File: src/rtl/xor_stream_accum_if.sv
// xor_stream_accum_if
// Streaming bundle for the XOR accumulator.
//   Input side : in_valid/in_ready handshake, operands in_a/in_b, mode, clear
//   Output side: out_valid/out_ready handshake, result out_c, out_parity,
//                out_changed, plus the acc_count group-progress indicator
// master = producer/consumer environment, slave = the accumulator itself.
interface xor_stream_accum_if #(
  parameter int WIDTH = 8,
  parameter int CNT_W = 3
);
  logic             in_valid;
  logic             in_ready;
  logic [WIDTH-1:0] in_a;
  logic [WIDTH-1:0] in_b;
  logic             mode;
  logic             clear;
  logic             out_valid;
  logic             out_ready;
  logic [WIDTH-1:0] out_c;
  logic             out_parity;
  logic             out_changed;
  logic [CNT_W-1:0] acc_count;

  modport master (
    output in_valid, in_a, in_b, mode, clear, out_ready,
    input  in_ready, out_valid, out_c, out_parity, out_changed, acc_count
  );

  modport slave (
    input  in_valid, in_a, in_b, mode, clear, out_ready,
    output in_ready, out_valid, out_c, out_parity, out_changed, acc_count
  );
endinterface

File: src/rtl/xor_stream_accum.sv
// xor_stream_accum
// Registered XOR stage for streaming checksum/parity. Mode 0 emits a^b per
// beat; mode 1 XOR-folds ACC_LEN beats into a single result.
// Ports:
//   clk  - rising-edge clock
//   rst  - synchronous active-high reset
//   bus  - xor_stream_accum_if.slave (input/output handshakes, result,
//          parity, changed flag, acc_count)
//
// state | meaning
// ------+-------------------------------------------------------------
// IDLE  | no partial group; next accepted beat picks the mode
// ACC   | 0 < acc_count < ACC_LEN; group mode latched in mode_q
module xor_stream_accum #(
  parameter int WIDTH   = 8,
  parameter int ACC_LEN = 4,
  parameter int CNT_W   = 3
) (
  input logic          clk,
  input logic          rst,
  xor_stream_accum_if.slave bus
);

  localparam logic [CNT_W-1:0] LAST = CNT_W'(ACC_LEN - 1);

  typedef enum logic {S_IDLE, S_ACC} state_t;

  state_t           state_q;
  logic             mode_q;
  logic [WIDTH-1:0] acc_q;
  logic [CNT_W-1:0] acc_count_q;
  logic [WIDTH-1:0] out_c_q;
  logic [WIDTH-1:0] prev_c_q;
  logic             out_valid_q;
  logic             out_parity_q;
  logic             out_changed_q;

  logic             out_stall;
  logic             mode_eff;
  logic             final_beat;
  logic             in_ready;
  logic             accept;
  logic             load;
  logic [WIDTH-1:0] beat_x;
  logic [WIDTH-1:0] new_c;

  // Mode is only sampled from the port at the start of a group.
  assign mode_eff   = (state_q == S_IDLE) ? bus.mode : mode_q;
  assign out_stall  = out_valid_q && !bus.out_ready;
  assign final_beat = mode_eff && (acc_count_q == LAST);

  // Non-final mode-1 beats only touch acc, so they may proceed under stall.
  assign in_ready = !rst && !bus.clear &&
                    (!out_stall || (mode_eff && (acc_count_q != LAST)));
  assign accept   = bus.in_valid && in_ready;
  assign load     = accept && (!mode_eff || final_beat);
  assign beat_x   = bus.in_a ^ bus.in_b;
  assign new_c    = mode_eff ? (acc_q ^ beat_x) : beat_x;

  always_ff @(posedge clk) begin
    if (rst) begin
      state_q       <= S_IDLE;
      mode_q        <= 1'b0;
      acc_q         <= '0;
      acc_count_q   <= '0;
      out_c_q       <= '0;
      prev_c_q      <= '0;
      out_valid_q   <= 1'b0;
      out_parity_q  <= 1'b0;
      out_changed_q <= 1'b0;
    end else begin
      // A load in the same cycle as a drain keeps out_valid high.
      if (load) begin
        out_valid_q   <= 1'b1;
        out_c_q       <= new_c;
        out_parity_q  <= ^new_c;
        out_changed_q <= (new_c != prev_c_q);
        prev_c_q      <= new_c;
      end else if (out_valid_q && bus.out_ready) begin
        out_valid_q <= 1'b0;
      end

      // clear forces in_ready low, so no beat can be accepted alongside it.
      if (bus.clear) begin
        acc_q       <= '0;
        acc_count_q <= '0;
        state_q     <= S_IDLE;
      end else if (accept) begin
        if (state_q == S_IDLE) begin
          mode_q <= bus.mode;
        end
        if (mode_eff) begin
          if (final_beat) begin
            acc_q       <= '0;
            acc_count_q <= '0;
            state_q     <= S_IDLE;
          end else begin
            acc_q       <= acc_q ^ beat_x;
            acc_count_q <= acc_count_q + CNT_W'(1);
            state_q     <= S_ACC;
          end
        end
      end
    end
  end

  assign bus.in_ready    = in_ready;
  assign bus.out_valid   = out_valid_q;
  assign bus.out_c       = out_c_q;
  assign bus.out_parity  = out_parity_q;
  assign bus.out_changed = out_changed_q;
  assign bus.acc_count   = acc_count_q;

endmodule
File: src/flat_wrapper.sv
// flat-port wrapper written by rule: the top's interface ports become plain ports
module xor_stream_accum_flat 
#(
  parameter int WIDTH   = 8,
  parameter int ACC_LEN = 4,
  parameter int CNT_W   = 3
)
  (clk, rst, bus_in_valid, bus_in_a, bus_in_b, bus_mode, bus_clear, bus_out_ready, bus_in_ready, bus_out_valid, bus_out_c, bus_out_parity, bus_out_changed, bus_acc_count);
  xor_stream_accum_if #(.WIDTH(WIDTH), .CNT_W(CNT_W)) bus_i ();
  input logic clk;
  input logic rst;
  input wire logic [$bits(bus_i.in_valid)-1:0] bus_in_valid;
  input wire logic [$bits(bus_i.in_a)-1:0] bus_in_a;
  input wire logic [$bits(bus_i.in_b)-1:0] bus_in_b;
  input wire logic [$bits(bus_i.mode)-1:0] bus_mode;
  input wire logic [$bits(bus_i.clear)-1:0] bus_clear;
  input wire logic [$bits(bus_i.out_ready)-1:0] bus_out_ready;
  output wire logic [$bits(bus_i.in_ready)-1:0] bus_in_ready;
  output wire logic [$bits(bus_i.out_valid)-1:0] bus_out_valid;
  output wire logic [$bits(bus_i.out_c)-1:0] bus_out_c;
  output wire logic [$bits(bus_i.out_parity)-1:0] bus_out_parity;
  output wire logic [$bits(bus_i.out_changed)-1:0] bus_out_changed;
  output wire logic [$bits(bus_i.acc_count)-1:0] bus_acc_count;
  assign bus_i.in_valid = bus_in_valid;
  assign bus_i.in_a = bus_in_a;
  assign bus_i.in_b = bus_in_b;
  assign bus_i.mode = bus_mode;
  assign bus_i.clear = bus_clear;
  assign bus_i.out_ready = bus_out_ready;
  assign bus_in_ready = bus_i.in_ready;
  assign bus_out_valid = bus_i.out_valid;
  assign bus_out_c = bus_i.out_c;
  assign bus_out_parity = bus_i.out_parity;
  assign bus_out_changed = bus_i.out_changed;
  assign bus_acc_count = bus_i.acc_count;
  xor_stream_accum #(.WIDTH(WIDTH), .ACC_LEN(ACC_LEN), .CNT_W(CNT_W)) u_core (.clk(clk), .rst(rst), .bus(bus_i));
endmodule
File: config.mk
export PLATFORM = sky130hd
export DESIGN_NAME = xor_stream_accum_flat
export DESIGN_NICKNAME = d
export VERILOG_FILES = /design/src/rtl/xor_stream_accum_if.sv /design/src/rtl/xor_stream_accum.sv /design/src/flat_wrapper.sv
export SDC_FILE = /design/constraint.sdc
export NUM_CORES = 1
export LEC_CHECK = 0
export ABC_CLOCK_PERIOD_IN_PS = 2400
export BUFFER_PORTS_ARGS = -buffer_cell sky130_fd_sc_hd__buf_2
export CORE_ASPECT_RATIO = 2
export CORE_MARGIN = 3
export CORE_UTILIZATION = 35
export DETAILED_ROUTE_END_ITERATION = 16
export HOLD_SLACK_MARGIN = 0.1
export PLACE_DENSITY = 0.55
export REMOVE_ABC_BUFFERS = 1
export SLEW_MARGIN = 20
export SYNTH_ARGS = -nofsm -noshare
export SYNTH_HDL_FRONTEND = slang
export SYNTH_SLANG_ARGS = --single-unit
File: constraint.sdc
create_clock -name clk -period 2.4 [get_ports clk]
set_input_delay 0.48 -clock clk [delete_from_list [all_inputs] [get_ports clk]]
set_output_delay 0.48 -clock clk [all_outputs]
set_load 0.005 [all_outputs]
=== Yosys cells after proc, flatten, opt, wreduce, memory -nomap -nowiden ===
Cells that the tools add are included.

* Bits in registers: 24
* Bits of input ports: 22
* Output and inout port bits: 15
* Logic and storage cells: 42

* Add/sub/neg operators: 1
* Equality and inequality tests: 3
* Mux-type cells: 7
* Bitwise logic cells: 3
* Reduce and logical (&&, ||, !) cells: 20

{| class="wikitable"
|+ Operators with widths
! kind !! count
|-
| 8-bit 2-to-1 mux || 2
|-
| 8-bit XOR || 2
|-
| 1-bit logical AND || 8
|-
| 8-bit inequality test || 1
|-
| 8-bit parity || 1
|-
| 1-bit zero test || 5
|-
| 1-bit 2-to-1 mux || 4
|-
| 2-bit AND reduction || 2
|-
| 3-bit by 1-bit adder with 3-bit output, second input constant || 1
|-
| 3-bit by 2-bit == test with 1-bit output, second input constant || 1
|-
| 3-bit 2-to-1 mux || 1
|-
| 3-bit by 2-bit inequality test with 1-bit output, second input constant || 1
|-
| 1-bit logical OR || 2
|-
| 2-bit nonzero test || 1
|-
| 2-bit OR reduction || 1
|-
| 1-bit NOT || 1
|}

=== Logic depth before layout (Yosys ltp) ===
* Word-level depth: 8
* Depth in mapped cells: 7

=== Worst setup path before layout ===
Ideal clock, no wire load.

* Path kind: input port to flip-flop
* Start point: input bus_mode
* End point: register u_core.out_parity_q (netlist: u_core.bus.out_parity)
* Setup time: 0.120 ns
* Arrival time: 1.910 ns
* Slack: 0.370 ns
* Stages on the path: 7
* Cells stage by stage: mux2_4 buf_6 a21oi_1 a211oi_1 o211a_1 o211a_1 o31a_1

* Word-level cells in the longest chain between the ends: 6
* Elaborated cells between the ends (all ways): 11

{| class="wikitable"
|+ RTL lines
! what !! line !! RTL
|-
| start: declaration || flat_wrapper.sv:15 || <nowiki>input wire logic [$bits(bus_i.mode)-1:0] bus_mode;</nowiki>
|-
| 1-bit 2-to-1 mux (*) || n/a ||
|-
| 1-bit logical AND || xor_stream_accum.sv:54 || <nowiki>(!out_stall || (mode_eff && (acc_count_q != LAST)));</nowiki>
|-
| 1-bit logical OR || xor_stream_accum.sv:54 ||
|-
| 1-bit logical AND || xor_stream_accum.sv:53 || <nowiki>assign in_ready = !rst && !bus.clear &&</nowiki>
|-
| 1-bit logical AND || xor_stream_accum.sv:55 || <nowiki>assign accept = bus.in_valid && in_ready;</nowiki>
|-
| 1-bit logical AND || xor_stream_accum.sv:56 || <nowiki>assign load = accept && (!mode_eff || final_beat);</nowiki>
|-
| end signal: assignment || xor_stream_accum.sv:76 || <nowiki>out_parity_q <= ^new_c;</nowiki>
|-
| end: declaration || xor_stream_accum.sv:35 || <nowiki>logic out_parity_q;</nowiki>
|}

Every way passes the cells marked *; elsewhere a longest branch is shown, timed or not.
A chain may end at the register's enable or synchronous reset.

=== Worst setup path after layout ===
* Start point: register u_core.state_q
* End point: register u_core.out_parity_q (netlist: u_core.bus.out_parity)

* Word-level cells in the longest chain between the ends: 6
* Elaborated cells between the ends (all ways): 11

{| class="wikitable"
|+ RTL lines
! what !! line !! RTL
|-
| start: declaration || xor_stream_accum.sv:28 || <nowiki>state_t state_q;</nowiki>
|-
| start signal: assignment || xor_stream_accum.sv:62 || <nowiki>state_q <= S_IDLE;</nowiki>
|-
| start signal: assignment || xor_stream_accum.sv:87 || <nowiki>state_q <= S_IDLE;</nowiki>
|-
| start signal: assignment || xor_stream_accum.sv:96 || <nowiki>state_q <= S_IDLE;</nowiki>
|-
| 1-bit 2-to-1 mux (*) || n/a ||
|-
| 1-bit logical AND || xor_stream_accum.sv:54 ||
|-
| 1-bit logical OR || xor_stream_accum.sv:54 ||
|-
| 1-bit logical AND || xor_stream_accum.sv:53 ||
|-
| 1-bit logical AND || xor_stream_accum.sv:55 ||
|-
| 1-bit logical AND || xor_stream_accum.sv:56 ||
|}

Marked as above.

==> results <==
- Clock-pin slew was measured on the worst setup and hold paths at 0.09 ns.
- The floorplan step defined a die boundary enclosing 0.00507 sq mm.
- The mean area per synthesized cell is between 7 and 8 sq um.
- The data required time at the worst endpoint is 2.57 ns.
- The number of endpoints failing setup at the final stage is 0.
- The number of flops mapped to enable cells by yosys is 0.
- The number of I/O port buffers is 36.
- In this run the critical register-to-register path is captured at u_core.bus.out_parity.
- The static leakage power is 0.000784 uW.
- Counting every sink on the clock net gives 24.
- After synthesis, flip-flops and latches occupy roughly 33% of the total area.
- The total power density per cell area is roughly 480 mW/mm^2.
- Hold repair after CTS inserted 0 buffers.
- The netlist uses 35 different library cells.
- The Yosys step of the flow raised 0 warnings.
- In this run the number of H-tree levels came out at 1.
- For flop-to-flop paths, the worst setup slack is roughly 0.33 ns.
- The routed layout has 1427 vias.
- Relative to the synthesized area, the layout overhead comes to 20.2%.
- The worst setup path is launched from a flip-flop.
- The adder and majority gate portion of the synthesized area is 0.850%.
- For this run, the top clock speed supported by timing is 484 MHz.
- The share of flip-flops with an asynchronous set or reset after synthesis is 0%.
- During I/O placement, the number of pins put on the boundary was 37.
- In this run the worst path has a maximum fanout of 16.
- The floorplan step defined a core boundary enclosing between 0.003 and 0.004 sq mm.
- The congestion estimate from routability-driven global placement came to between 0.7 and 0.8.
- The overall global routing resource usage is 16.1%.
- On the final layout, the worst clock skew is 0.00105 ns.
- The via count of the first global-routing pass is 1375.
- In the final routing, the length of wire on met1 measures 1460 microns.
- Leaving out fill and tap cells, the most frequent cell in the layout is sky130_fd_sc_hd__buf_2.
- The reg-to-reg startpoint is u_core.state_q.
- Summing the areas of all and, or, nand and nor instances in the mapped netlist gives between 20% and 30% of the synthesized area.
- In the routed layout, each cell is associated on average with a via count of slightly above 5.
- After synthesis, the largest family of logic cells by area is compound AO/OA/AOI/OAI gates.
- The longest clock path from root to sink contains 2 buffers.
- Of the post-synthesis cell area, the part taken by muxes is 3.06%.
- The floorplan step set the die width to 51.8 microns.
- The commonest register cell after synthesis is sky130_fd_sc_hd__dfxtp_1.
- After layout, the worst path uses 86.1% of the clock period.
- For this block, the initial DRC count from the detailed router was 29.
- The synthesized netlist devotes 24.9% of its cell area to compound gates.
- The depth of the worst register-to-register path is 6.
- The wire length of the first global-routing pass is 6280 microns.
- The path class of the lowest-slack min-delay path is input pin to flip-flop.
- The count of nets left with antenna violations once routing finished came out at 0.
- The relative max-transition margin is between 50% and 60%.
- The worst endpoint data arrival time is 2.23 ns.
- The worst path needs 2.07 ns of the cycle, external delays included.
- Wire segments on met2 add up to around 2200 microns in the final route.
- The gate count after technology mapping is 188.
- The met3 wire length is 99 microns.
- The post-synthesis cell area is 0.00147 sq mm.
- TritonCTS built the clock tree.
- The number of nets in the finished design is between 200 and 300.
- The detailed placer's ending HPWL is 2980 microns.
- The multi-input combinational cells in the finished layout cover a total of 931 sq um.
- Setup repair after global routing left no endpoint under its margin.
- The largest net degree at the start of global routing is 20.
- The root buffer selected by CTS is sky130_fd_sc_hd__clkbuf_8.
- The starting density of the core is between 30% and 40%.
- The initial antenna violation count came to 0.
- The count of final max-slew check failures is 0.
- At the pin with the least slew margin, the transition time is 0.607 ns.
- After detailed routing, the number of remaining DRC violations is 0.
- The number of rows created at floorplan is 32.
- Across the run, the number of max-cap violations was 0.
- For this block, the routed nets add up to 3800 microns of wire.
- The flop and latch count out of synthesis is 24.
- The final setup TNS is 0 ns.
- The number of clock buffers added by TritonCTS is 3.
- The total of fill cells in the finished design is 413.
- The design draws 849 uW.
- The quantity of gates resized following cts is 0.
- The share of cells above drive strength 1 is between 20% and 30%.
- The count of endpoints failing hold in the final timing report is 0.
- The insertion delay to the later sink of the worst-skew pair is 0.27 ns.
- Once the clock tree was built, the setup fixing pass inserted 0 buffers.
- After Yosys synthesis, XOR and XNOR cells account for 11.3% of the synthesized area.
- The number of antenna diodes in the final layout is 0.
- The origin of the worst setup path is u_core.state_q.
- By startpoint and endpoint, the worst setup path is classified as flip-flop to flip-flop.
- After detailed routing, the average wire length per cell comes to roughly 14 microns.
- The floorplan step set the die height to 97.7 microns.
- The number of optimization iterations in the first detailed-route pass is 4.
- The flow ran to the end, and the final reports show no timing, DRC or antenna violations.
- Across the VDD grid, the largest voltage drop is around 0.31 mV.
- The topmost layer with routed signal wires is met4.
- The global route total overflow is 0.
- The library cells used most frequently in the layout, excluding fill and tap cells, are sky130_fd_sc_hd__buf_2, sky130_fd_sc_hd__nor2_1, sky130_fd_sc_hd__a21oi_1, sky130_fd_sc_hd__dfxtp_1, sky130_fd_sc_hd__xor2_1.
- In this run the worst setup path terminates at u_core.bus.out_parity.
- Summing all flip-flop and latch instances after layout gives around 480 sq um.
- STA classifies the critical path endpoint as a flip-flop.
==> registers in the layout, indices dropped and copies added (netlist names) <==
name and flops:
u_core.acc_q 8, u_core.bus.out_c 8, u_core.bus.acc_count 3, u_core.bus.out_changed 1
u_core.bus.out_parity 1, u_core.bus.out_valid 1, u_core.mode_q 1, u_core.state_q 1
==> how the worst min path moves through the flow <==
stage                                  startpoint  cells past startpoint  slack (ns)                       to
final                                         rst                      2        0.46            u_core.mode_q
after global routing                          rst                      2        0.47            u_core.mode_q
after CTS                                     rst                      2        0.46            u_core.mode_q
after detailed placement            u_core.mode_q                      2        0.49            u_core.mode_q
after global placement            u_core.acc_q[6]                      2        0.49          u_core.acc_q[6]
after floorplan           u_core.bus.acc_count[2]                      2        0.45  u_core.bus.acc_count[2]
==> logic make-up (layout without fill, tap and decap cells) <==
logic type | after synthesis | count (layout)
AO/OA/AOI/OAI | 59 | 59
XOR/XNOR | 19 | 19
adder cells (fa/ha/maj) | 1 | 1
buffers and inverters | 13 | 50
flip-flops | 24 | 24
multiplexers | 4 | 4
AND/OR/NAND/NOR | 68 | 68
==> Yosys cell counts (all sizes together) (2+ instances only) <==
cell	n	area share, %
xnor2	3	1.8
inv	6	1.5
xor2	16	9.5
buf	4	1.8
or3	5	2.1
mux2i	3	2.0
a211oi	5	3.2
a21oi	28	9.5
o211ai	3	1.5
nor2	30	7.7
nand3	5	1.7
or3b	5	3.0
clkbuf	3	0.77
a211o	3	1.8
nand2	2	0.51
o21ai	12	4.1
and3	4	1.7
dfxtp	24	33
nor3	11	3.7
o211a	4	2.7
==> where the power goes <==
group	internal, uW	switching (uW)	total, uW
logic	83.7	106	190
clock network	113	135	247
registers	405	6.28	412
==> metrics by stage <==
step / utilization (%) / cell area (sq um) / hold WS (ns) / worst slack, ns / std cells
4_1_cts: 44.6 / 1770 / 0.456 / 0.302 / 276
2_1_floorplan: - / 1430 / 0.448 / 0.400 / 181
3_5_place_dp: 43.6 / 1730 / 0.486 / 0.161 / 273
3_3_place_gp: 43.6 / 1730 / 0.490 / 0.132 / 273
5_1_grt: 44.6 / 1770 / 0.473 / 0.192 / 276
6_report: 44.6 / 1770 / 0.460 / 0.334 / 276
==> per-layer routing <==
layer  track usage, %  vias to the layer above
li1                 -                      746
met1             17.0                      654
met2             30.9                       23
met3             1.84                        4
met4             4.85                        0
met5                0                        -
==> cell type report <==
class | instances | share of cell area, %
multi-input cells | 151 | 52.6
inverters | 6 | 1.27
flip-flops and latches | 24 | 27.2
repair buffers | 41 | 13.0
clock buffers | 3 | 2.33
well taps | 51 | 3.61
==> worst max-delay path: stages, from the launching register on <==
cell and delay [ns]:
sky130_fd_sc_hd__dfxtp_1 0.39, sky130_fd_sc_hd__mux2_4 0.41, sky130_fd_sc_hd__a21o_1 0.23, sky130_fd_sc_hd__a211oi_1 0.34, sky130_fd_sc_hd__o211ai_1 0.20, sky130_fd_sc_hd__o211a_1 0.16
sky130_fd_sc_hd__o31a_1 0.23
Note: power is estimated with default switching activity, not from simulation.
